--- config.mk ---
export PLATFORM = sky130hd
export DESIGN_NAME = axi_lite_uart_master
export DESIGN_NICKNAME = d
export VERILOG_FILES = /design/src/rtl/axi_uart_pkg.sv /design/src/rtl/axi_uart_resp_ser.sv /design/src/rtl/axi_lite_uart_master.sv
export SDC_FILE = /design/constraint.sdc
export NUM_CORES = 1
export LEC_CHECK = 0
export ABC_AREA = 1
export BUFFER_PORTS_ARGS = -buffer_cell sky130_fd_sc_hd__buf_2
export CORE_MARGIN = 1.5
export CORE_UTILIZATION = 50
export CTS_CLUSTER_SIZE = 10
export DETAILED_ROUTE_END_ITERATION = 6
export GPL_TIMING_DRIVEN = 0
export PLACE_DENSITY = 0.8
export SYNTH_ARGS = -nofsm -noshare
export SYNTH_HDL_FRONTEND = slang
export SYNTH_SLANG_ARGS = --single-unit
--- constraint.sdc ---
create_clock -name clk -period 2.35 [get_ports clk]
set_input_delay 0.235 -clock clk [delete_from_list [all_inputs] [get_ports clk]]
set_output_delay 0.235 -clock clk [all_outputs]
set_load 0.01 [all_outputs]
--- src/rtl/axi_uart_pkg.sv ---
// Shared constants and FSM state type for the UART-to-AXI-Lite debug bridge.
package axi_uart_pkg;

    localparam logic [7:0] CMD_WRITE    = 8'h57;
    localparam logic [7:0] CMD_READ     = 8'h52;
    localparam logic [7:0] STAT_TIMEOUT = 8'h04;

    typedef enum logic [2:0] {
        S_IDLE,
        S_ADDR,
        S_DATA,
        S_AW_W,
        S_B,
        S_AR,
        S_R,
        S_RESP
    } state_t;

endpackage

--- src/rtl/axi_uart_resp_ser.sv ---
// Response serialiser: status byte then up to four data bytes (LSB first) on a byte stream.
module axi_uart_resp_ser (
    input  logic        clk,
    input  logic        rst_n,
    input  logic        load,
    input  logic [7:0]  stat,
    input  logic [31:0] data,
    input  logic [2:0]  len,
    output logic [7:0]  m_axis_tdata,
    output logic        m_axis_tvalid,
    input  logic        m_axis_tready,
    output logic        done
);
    logic [31:0] rest;
    logic [2:0]  idx;
    logic [2:0]  last;

    assign done = m_axis_tvalid && m_axis_tready && (idx == last);

    always_ff @(posedge clk or negedge rst_n) begin
        if (!rst_n) begin
            m_axis_tdata  <= 8'h00;
            m_axis_tvalid <= 1'b0;
            rest          <= 32'h0;
            idx           <= 3'd0;
            last          <= 3'd0;
        end else if (load) begin
            m_axis_tdata  <= stat;
            m_axis_tvalid <= 1'b1;
            rest          <= data;
            idx           <= 3'd0;
            last          <= len - 3'd1;
        end else if (m_axis_tvalid && m_axis_tready) begin
            if (idx == last) begin
                m_axis_tvalid <= 1'b0;
            end else begin
                m_axis_tdata <= rest[7:0];
                rest         <= {8'h00, rest[31:8]};
                idx          <= idx + 3'd1;
            end
        end
    end

endmodule

--- src/rtl/axi_lite_uart_master.sv ---
// UART byte-stream command parser issuing single AXI-Lite reads/writes.
// Optional response timeout compiled in with AXI_UART_MASTER_TIMEOUT_EN.
module axi_lite_uart_master
    import axi_uart_pkg::*;
#(
    parameter int TIMEOUT_CYCLES = 1024
) (
    input  logic        clk,
    input  logic        rst_n,
    input  logic [7:0]  s_axis_tdata,
    input  logic        s_axis_tvalid,
    output logic        s_axis_tready,
    output logic [7:0]  m_axis_tdata,
    output logic        m_axis_tvalid,
    input  logic        m_axis_tready,
    output logic [31:0] awaddr,
    output logic        awvalid,
    input  logic        awready,
    output logic [31:0] wdata,
    output logic [3:0]  wstrb,
    output logic        wvalid,
    input  logic        wready,
    input  logic [1:0]  bresp,
    input  logic        bvalid,
    output logic        bready,
    output logic [31:0] araddr,
    output logic        arvalid,
    input  logic        arready,
    input  logic [31:0] rdata,
    input  logic [1:0]  rresp,
    input  logic        rvalid,
    output logic        rready
);
    state_t      state;
    logic        is_read;
    logic [1:0]  byte_cnt;
    logic [31:0] sr;
    logic [31:0] sr_next;
    logic        resp_load;
    logic [7:0]  resp_stat;
    logic [31:0] resp_data;
    logic [2:0]  resp_len;
    logic        resp_done;
    logic        aw_done;
    logic        w_done;
    logic        tmo_hit;

    assign s_axis_tready = (state == S_IDLE) || (state == S_ADDR) || (state == S_DATA);
    assign sr_next       = {s_axis_tdata, sr[31:8]};
    assign aw_done       = !awvalid || awready;
    assign w_done        = !wvalid || wready;
    assign wstrb         = 4'hF;

`ifdef AXI_UART_MASTER_TIMEOUT_EN
    logic [31:0] tmo_cnt;

    // Counter is held at zero while parsing, so it starts fresh on entry to AW_W/AR.
    always_ff @(posedge clk or negedge rst_n) begin
        if (!rst_n)             tmo_cnt <= 32'd0;
        else if (s_axis_tready) tmo_cnt <= 32'd0;
        else if (state != S_RESP) tmo_cnt <= tmo_cnt + 32'd1;
    end

    assign tmo_hit = (state inside {S_AW_W, S_B, S_AR, S_R}) &&
                     (tmo_cnt == 32'(TIMEOUT_CYCLES - 1));
`else
    logic unused_tmo;
    assign unused_tmo = ^TIMEOUT_CYCLES;
    assign tmo_hit    = 1'b0;
`endif

    // Response capture is combinational so the serialiser latches on the handshake edge.
    always_comb begin
        resp_load = 1'b0;
        resp_stat = 8'h00;
        resp_data = 32'h0;
        resp_len  = 3'd1;
        if (state == S_B && bvalid && bready) begin
            resp_load = 1'b1;
            resp_stat = {6'b0, bresp};
        end else if (state == S_R && rvalid && rready) begin
            resp_load = 1'b1;
            resp_stat = {6'b0, rresp};
            resp_data = rdata;
            resp_len  = 3'd5;
        end
        if (tmo_hit) begin
            resp_load = 1'b1;
            resp_stat = STAT_TIMEOUT;
            resp_data = 32'h0;
            resp_len  = is_read ? 3'd5 : 3'd1;
        end
    end

    always_ff @(posedge clk or negedge rst_n) begin
        if (!rst_n) begin
            state    <= S_IDLE;
            is_read  <= 1'b0;
            byte_cnt <= 2'd0;
            sr       <= 32'h0;
            awaddr   <= 32'h0;
            araddr   <= 32'h0;
            wdata    <= 32'h0;
            awvalid  <= 1'b0;
            wvalid   <= 1'b0;
            bready   <= 1'b0;
            arvalid  <= 1'b0;
            rready   <= 1'b0;
        end else begin
            case (state)
                S_IDLE: if (s_axis_tvalid) begin
                    byte_cnt <= 2'd0;
                    if (s_axis_tdata == CMD_WRITE) begin
                        is_read <= 1'b0;
                        state   <= S_ADDR;
                    end else if (s_axis_tdata == CMD_READ) begin
                        is_read <= 1'b1;
                        state   <= S_ADDR;
                    end
                end
                S_ADDR: if (s_axis_tvalid) begin
                    sr       <= sr_next;
                    byte_cnt <= byte_cnt + 2'd1;
                    if (byte_cnt == 2'd3) begin
                        if (is_read) begin
                            araddr  <= sr_next;
                            arvalid <= 1'b1;
                            state   <= S_AR;
                        end else begin
                            awaddr <= sr_next;
                            state  <= S_DATA;
                        end
                    end
                end
                S_DATA: if (s_axis_tvalid) begin
                    sr       <= sr_next;
                    byte_cnt <= byte_cnt + 2'd1;
                    if (byte_cnt == 2'd3) begin
                        wdata   <= sr_next;
                        awvalid <= 1'b1;
                        wvalid  <= 1'b1;
                        state   <= S_AW_W;
                    end
                end
                S_AW_W: begin
                    if (awready) awvalid <= 1'b0;
                    if (wready)  wvalid  <= 1'b0;
                    if (aw_done && w_done) begin
                        bready <= 1'b1;
                        state  <= S_B;
                    end
                end
                S_B: if (bvalid) begin
                    bready <= 1'b0;
                    state  <= S_RESP;
                end
                S_AR: if (arready) begin
                    arvalid <= 1'b0;
                    rready  <= 1'b1;
                    state   <= S_R;
                end
                S_R: if (rvalid) begin
                    rready <= 1'b0;
                    state  <= S_RESP;
                end
                S_RESP: if (resp_done) state <= S_IDLE;
                default: state <= S_IDLE;
            endcase
            // Abandoning the AXI handshake on timeout is intentional for a debug bridge.
            if (tmo_hit) begin
                awvalid <= 1'b0;
                wvalid  <= 1'b0;
                bready  <= 1'b0;
                arvalid <= 1'b0;
                rready  <= 1'b0;
                state   <= S_RESP;
            end
        end
    end

    axi_uart_resp_ser u_ser (
        .clk           (clk),
        .rst_n         (rst_n),
        .load          (resp_load),
        .stat          (resp_stat),
        .data          (resp_data),
        .len           (resp_len),
        .m_axis_tdata  (m_axis_tdata),
        .m_axis_tvalid (m_axis_tvalid),
        .m_axis_tready (m_axis_tready),
        .done          (resp_done)
    );

endmodule

After elaboration in Yosys (flattened, before gate mapping). Index checks and enable logic that the tools add are counted.

Add/subtract/negate cells: 3. Equal/unequal tests: 27. Muxes and demuxes: 56. Bitwise operators: 1. Reduce and logical (&&, ||, !) cells: 37.

Operators with widths (count): 32-bit 2-to-1 mux (5); 3-bit 2-to-1 mux (18); 8-bit 2-to-1 mux (4); 2-bit != test (second input constant) (12); 3-bit case mux with 8 select lines (1); 1-bit 2-to-1 mux (19); 8-bit by 7-bit equality test with 1-bit output (second input constant) (2); 4-bit AND reduction (4); 2-bit nonzero test (8); 3-bit AND reduction (5); 3-bit equality test (second input constant) (4); 11-bit AND reduction (1); 1-bit case mux with 2 select lines (5); 1-bit logical AND (7); 3-bit by 2-bit equality test with 1-bit output (second input constant) (2); 2-bit 2-to-1 mux (3); 2-bit by 1-bit != test with 1-bit output (second input constant) (3); 2-bit AND reduction (3); 5-bit AND reduction (1); 1-bit logical OR (4); 2-bit case mux with 2 select lines (1); 3-bit by 1-bit adder with 3-bit output (second input constant) (1); 3-bit by 1-bit equality test with 1-bit output (second input constant) (1); 3-bit equality test (1); other kinds (8) (9).

Flip-flop bits (word level): 186. Input bits: 53. Output and inout port bits: 115. Logic and storage cells: 141.

Depth between registers and ports, before layout.
Word-level depth: 7. Gate-level depth with buffers: 11. Gate-level depth less buffers: 10.

Modules after synthesis. Synthesis repeated with hierarchy kept, for this count alone.

Cell total of the unflattened synthesis: 936. Area total of the unflattened synthesis: 7912.6 sq um.

Modules (own cells, without submodules): axi_lite_uart_master (instances 1, cells an instance 607, area an instance 5479.0 sq um, sequential area each 3278.1 sq um); axi_uart_resp_ser (instances 1, cells an instance 329, area an instance 2433.6 sq um, sequential area each 1176.1 sq um).

Worst setup path after synthesis. Ideal clock, no wire load.

Kind: flip-flop to flip-flop. Start: register u_ser.idx[0]. End: register u_ser.rest[0]. Library setup time: 0.123 ns. Data arrival time: 1.476 ns. Required time: 2.227 ns. Setup slack: 0.751 ns. Cell stages (with the launch flop): 11. Path buffers: 1. Clock period less this slack: 1.599 ns. Cell sequence: dfrtp_1 inv_1 ha_1 nand3_1 nand2_1 inv_2 nor2_8 inv_4 buf_4 o21ai_0 nand2_1.

Longest elaborated chain between the ends: 3.

Ends and longest elaborated chain: start: declaration (RTL line axi_uart_resp_ser.sv:15) `logic [2:0] idx;`; start signal: assignment (RTL line axi_uart_resp_ser.sv:39) `idx <= idx + 3'd1;`; 3-bit equality test (RTL line axi_uart_resp_ser.sv:34) `if (idx == last) begin`; 2-bit != test (no source line); 2-bit AND reduction (no source line); end signal: assignment (RTL line axi_uart_resp_ser.sv:30) `rest <= data;`; end signal: assignment (RTL line axi_uart_resp_ser.sv:38) `rest <= {8'h00, rest[31:8]};`; end: declaration (RTL line axi_uart_resp_ser.sv:14) `logic [31:0] rest;`.

No other way between the ends. A chain may end at the register's enable or synchronous reset.

Worst setup path after layout.
Start: register state[2]. End: register awaddr[8].

Longest elaborated chain between the ends: 2.

Ends and longest elaborated chain: start: declaration (RTL line axi_lite_uart_master.sv:34) `state_t state;`; start signal: assignment (RTL line axi_lite_uart_master.sv:97) `state <= S_IDLE;`; start signal: assignment (RTL line axi_lite_uart_master.sv:115) `state <= S_ADDR;`; start signal: assignment (RTL line axi_lite_uart_master.sv:118) `state <= S_ADDR;`; 3-bit by 1-bit equality test with 1-bit output (RTL line axi_lite_uart_master.sv:110) `case (state)`; 4-bit AND reduction (no source line); end signal: assignment (RTL line axi_lite_uart_master.sv:130) `awaddr <= sr_next;`; end: declaration (RTL line axi_lite_uart_master.sv:16) `output logic [31:0] awaddr,`.

No other way between the ends.

==> out/metrics.yaml <==
synthArstFlopShare_pct: 100
std_cell_rows: 43
vdd_ir_drop_max_v: 0.000646
dieArea_mm2: 0.0153
ant_nets: 0
ys_ff_latch: 176
ios: 168
end_kind: "flip-flop"
ctsResizeCount: 0
wl_per_cell_um: 15.2
synth-seq-area-share_pct: 60.5
fin_crit_sh_pct: 85.5
grt_max_degree: 106
crit_start: "state[2]$_DFFE_PN0P_"
syn_to_final_growth_pct: 23.7
grt_pass1_wl_um: 29300
crit_arrival_ns: 2.31
critPathLaunchType: "flip-flop"
wl_um: 18300
crit_type: "flip-flop to flip-flop"
crit_buf_inv: 2
outcome: "completed"
clock_path_buffers: 2
synth_cell_types: 27
core_mm2: 0.0140
place_congestion: 0.853
htreeDepth: 4
cts_setup_buffers: 0
critical-path-slowest-cell: "dfrtp_1"
min_to: "u_ser.rest[25]$_DFFE_PN0P_"
clkSinkCount: 176
vias_per_cell: 5.25
hold_viol_final: 0
wl_met3_um: 1240
pwr_density_cell_mw_per_mm2: 1190
port_buffers: 163
clockRootBuffer: "clkbuf_16"
post-place-ws_ns: 0.370
drt_first_pass_iters: 5
ys_warn_count: 0
fin_nets: 1066
netlist_area_mm2: 0.00728
r2r_cells: 6
worstHoldStart: "rdata[25]"
finClkSkew_ns: 0.0147
antenna_found_initial: 0
path_delay_family: "simple AND/OR/NAND/NOR gates"
synth_edf_count: 0
synth_top_area_share_pct: 60.5
top_layer: "met4"
worstHoldPathType: "input pin to flip-flop"
setup_ws_ns: 0.341
clk_pin_slew_worst_paths_ns: 0.07
fp.dieH_um: 124
required_ns: 2.65
initial_utilization_pct: 51.9
die_w_um: 124
avgSynthCellArea_um2: 8.86
yosys.area.top_type: "dfrtp_1"
setup_viol: 0
worstSkewPairLatency_ns: 0.44
hold_path_depth: 3
slew_violations: 0
drive_gt1_share_pct: 22.4
synthCells: 822
wl_met2_um: 8770
wl_met1_um: 8050
crit_fanout: 10
path_cells: "buf_2 > nor3_4 > nand3_2 > clkbuf_1 > nand2_1 > o21ai_0"
cts_inserted_buffers: 17
max_slew.worst_pin.slew_ns: 0.540
num_vias: 6312
r2r-end: "awaddr[8]$_DFFE_PN0P_"
critPathMaxStageDelay_ns: 0.42
min_period_ns: 2.01
max_cap_violations: 0
grt_use_total_pct: 25.1
rsz0062_at_grt: "no"
hold_buffers: 2
synth_ff_type: "dfrtp_1"
diodes: 0
relSlewSlack_pct: 64.0
cts_tree: "done"
hpwl_um: 13000
r2r_start: "state[2]$_DFFE_PN0P_"
r2r_setup_slack_ns: 0.34
first_iter_violations: 595
first_global_vias: 5818
p_leak_uw: 0.00491
dpl_cell_area_mm2: 0.00837
timing.fmax_mhz: 498
yosysMostFrequentCell: "nand2_1"
synth_area_leaders: "dfrtp_1 (60%), nand2_1 (13%), o21ai_0 (9.5%)"
synth_common_cells: "nand2_1 (248), dfrtp_1 (176), o21ai_0 (138), inv_1 (80), nand3_1 (49)"
drc: 0
gr-total-overflow: 0
postLayoutCellArea_mm2: 0.00901
==> sequential cells by signal, summed over array words and instances (netlist names) <==
signal,cells
state,3
bready,1
u_ser.idx,3
u_ser.last,1
is_read,1
arvalid,1
awvalid,1
wdata,32
awaddr,32
wvalid,1
u_ser.m_axis_tdata,8
byte_cnt,2
rready,1
u_ser.m_axis_tvalid,1
sr,24
araddr,32
u_ser.rest,32
==> per-layer routing <==
layer  track usage, %  vias up
met5                0        -
met4             5.89        0
met3             6.23       23
met2             40.5      243
met1             34.4     3052
li1                 -     2994
==> per-stage QoR <==
stage | total power [µW] | hold WS [ns] | util, % | instances | setup TNS, ns
finish | 10700 | 0.0476 | 64.1 | 1203 | 0
global route | 11400 | 0.0512 | 64.1 | 1203 | 0
CTS | 10700 | 0.0423 | 64.1 | 1203 | 0
detailed placement | 7770 | 0.229 | 59.6 | 1169 | 0
global placement | 7600 | 0.418 | 59.4 | 1168 | -283.59
floorplan | 6450 | -0.0606 | - | 825 | 0
==> kinds of logic after synthesis <==
group                    after synthesis  synth area share [%]
AO/OA/AOI/OAI                        167                  11.6
other                                  1                0.0515
adder cells (fa/ha/maj)                3                 0.516
buffers and inverters                127                  7.41
flip-flops                           176                  60.5
AND/OR/NAND/NOR                      348                  19.9
==> worst register-to-register path, delay by kind of cell, from the launching register on <==
kind	cells	cell delay [ns]
AND/OR/NAND/NOR	3	0.78
flip-flops	1	0.42
AO/OA/AOI/OAI	1	0.10
buffers and inverters	2	0.58
==> cells in the final DEF (no fill, tap or decap), types with 3 or more instances in the layout <==
cell type  count
a21oi_1       12
buf_2        174
buf_4          8
bufinv_16      3
clkbuf_1      23
clkbuf_16     17
clkinv_2       3
conb_1         4
dfrtp_1      176
ha_1           3
inv_1         80
inv_6          4
nand2_1      248
nand3_1       49
nand3_2        3
nand4_1        4
nor2_1        38
o21ai_0      138
o21ai_1       13
==> area by class of cell <==
cell class,instances,area (µm²)
Multi-Input combinational cell,522,2350
Sequential cell,176,4400
Tap cell,180,225
Buffer,44,225
Fill cell,1161,5040
Clock buffer,19,443
Timing Repair Buffer,166,873
Clock inverter,13,171
Inverter,83,314
==> worst max path at each step <==
stage | slack (ns) | cells past startpoint | endpoint
after global placement | -1.62 | 1 | u_ser.rest[13]$_DFFE_PN0P_
after CTS | 0.34 | 6 | awaddr[8]$_DFFE_PN0P_
after global routing | 0.22 | 6 | awaddr[10]$_DFFE_PN0P_
final | 0.34 | 6 | awaddr[8]$_DFFE_PN0P_
after floorplan | 0.75 | 10 | u_ser.rest[0]$_DFFE_PN0P_
after detailed placement | 0.37 | 6 | awaddr[9]$_DFFE_PN0P_
==> power by group <==
group / total [µW] / internal (µW) / switching [µW]
sequential: 4470 / 3930 / 541
combinational: 3280 / 1170 / 2110
clock: 2950 / 1720 / 1230
Power figures use the tool's default switching activity.
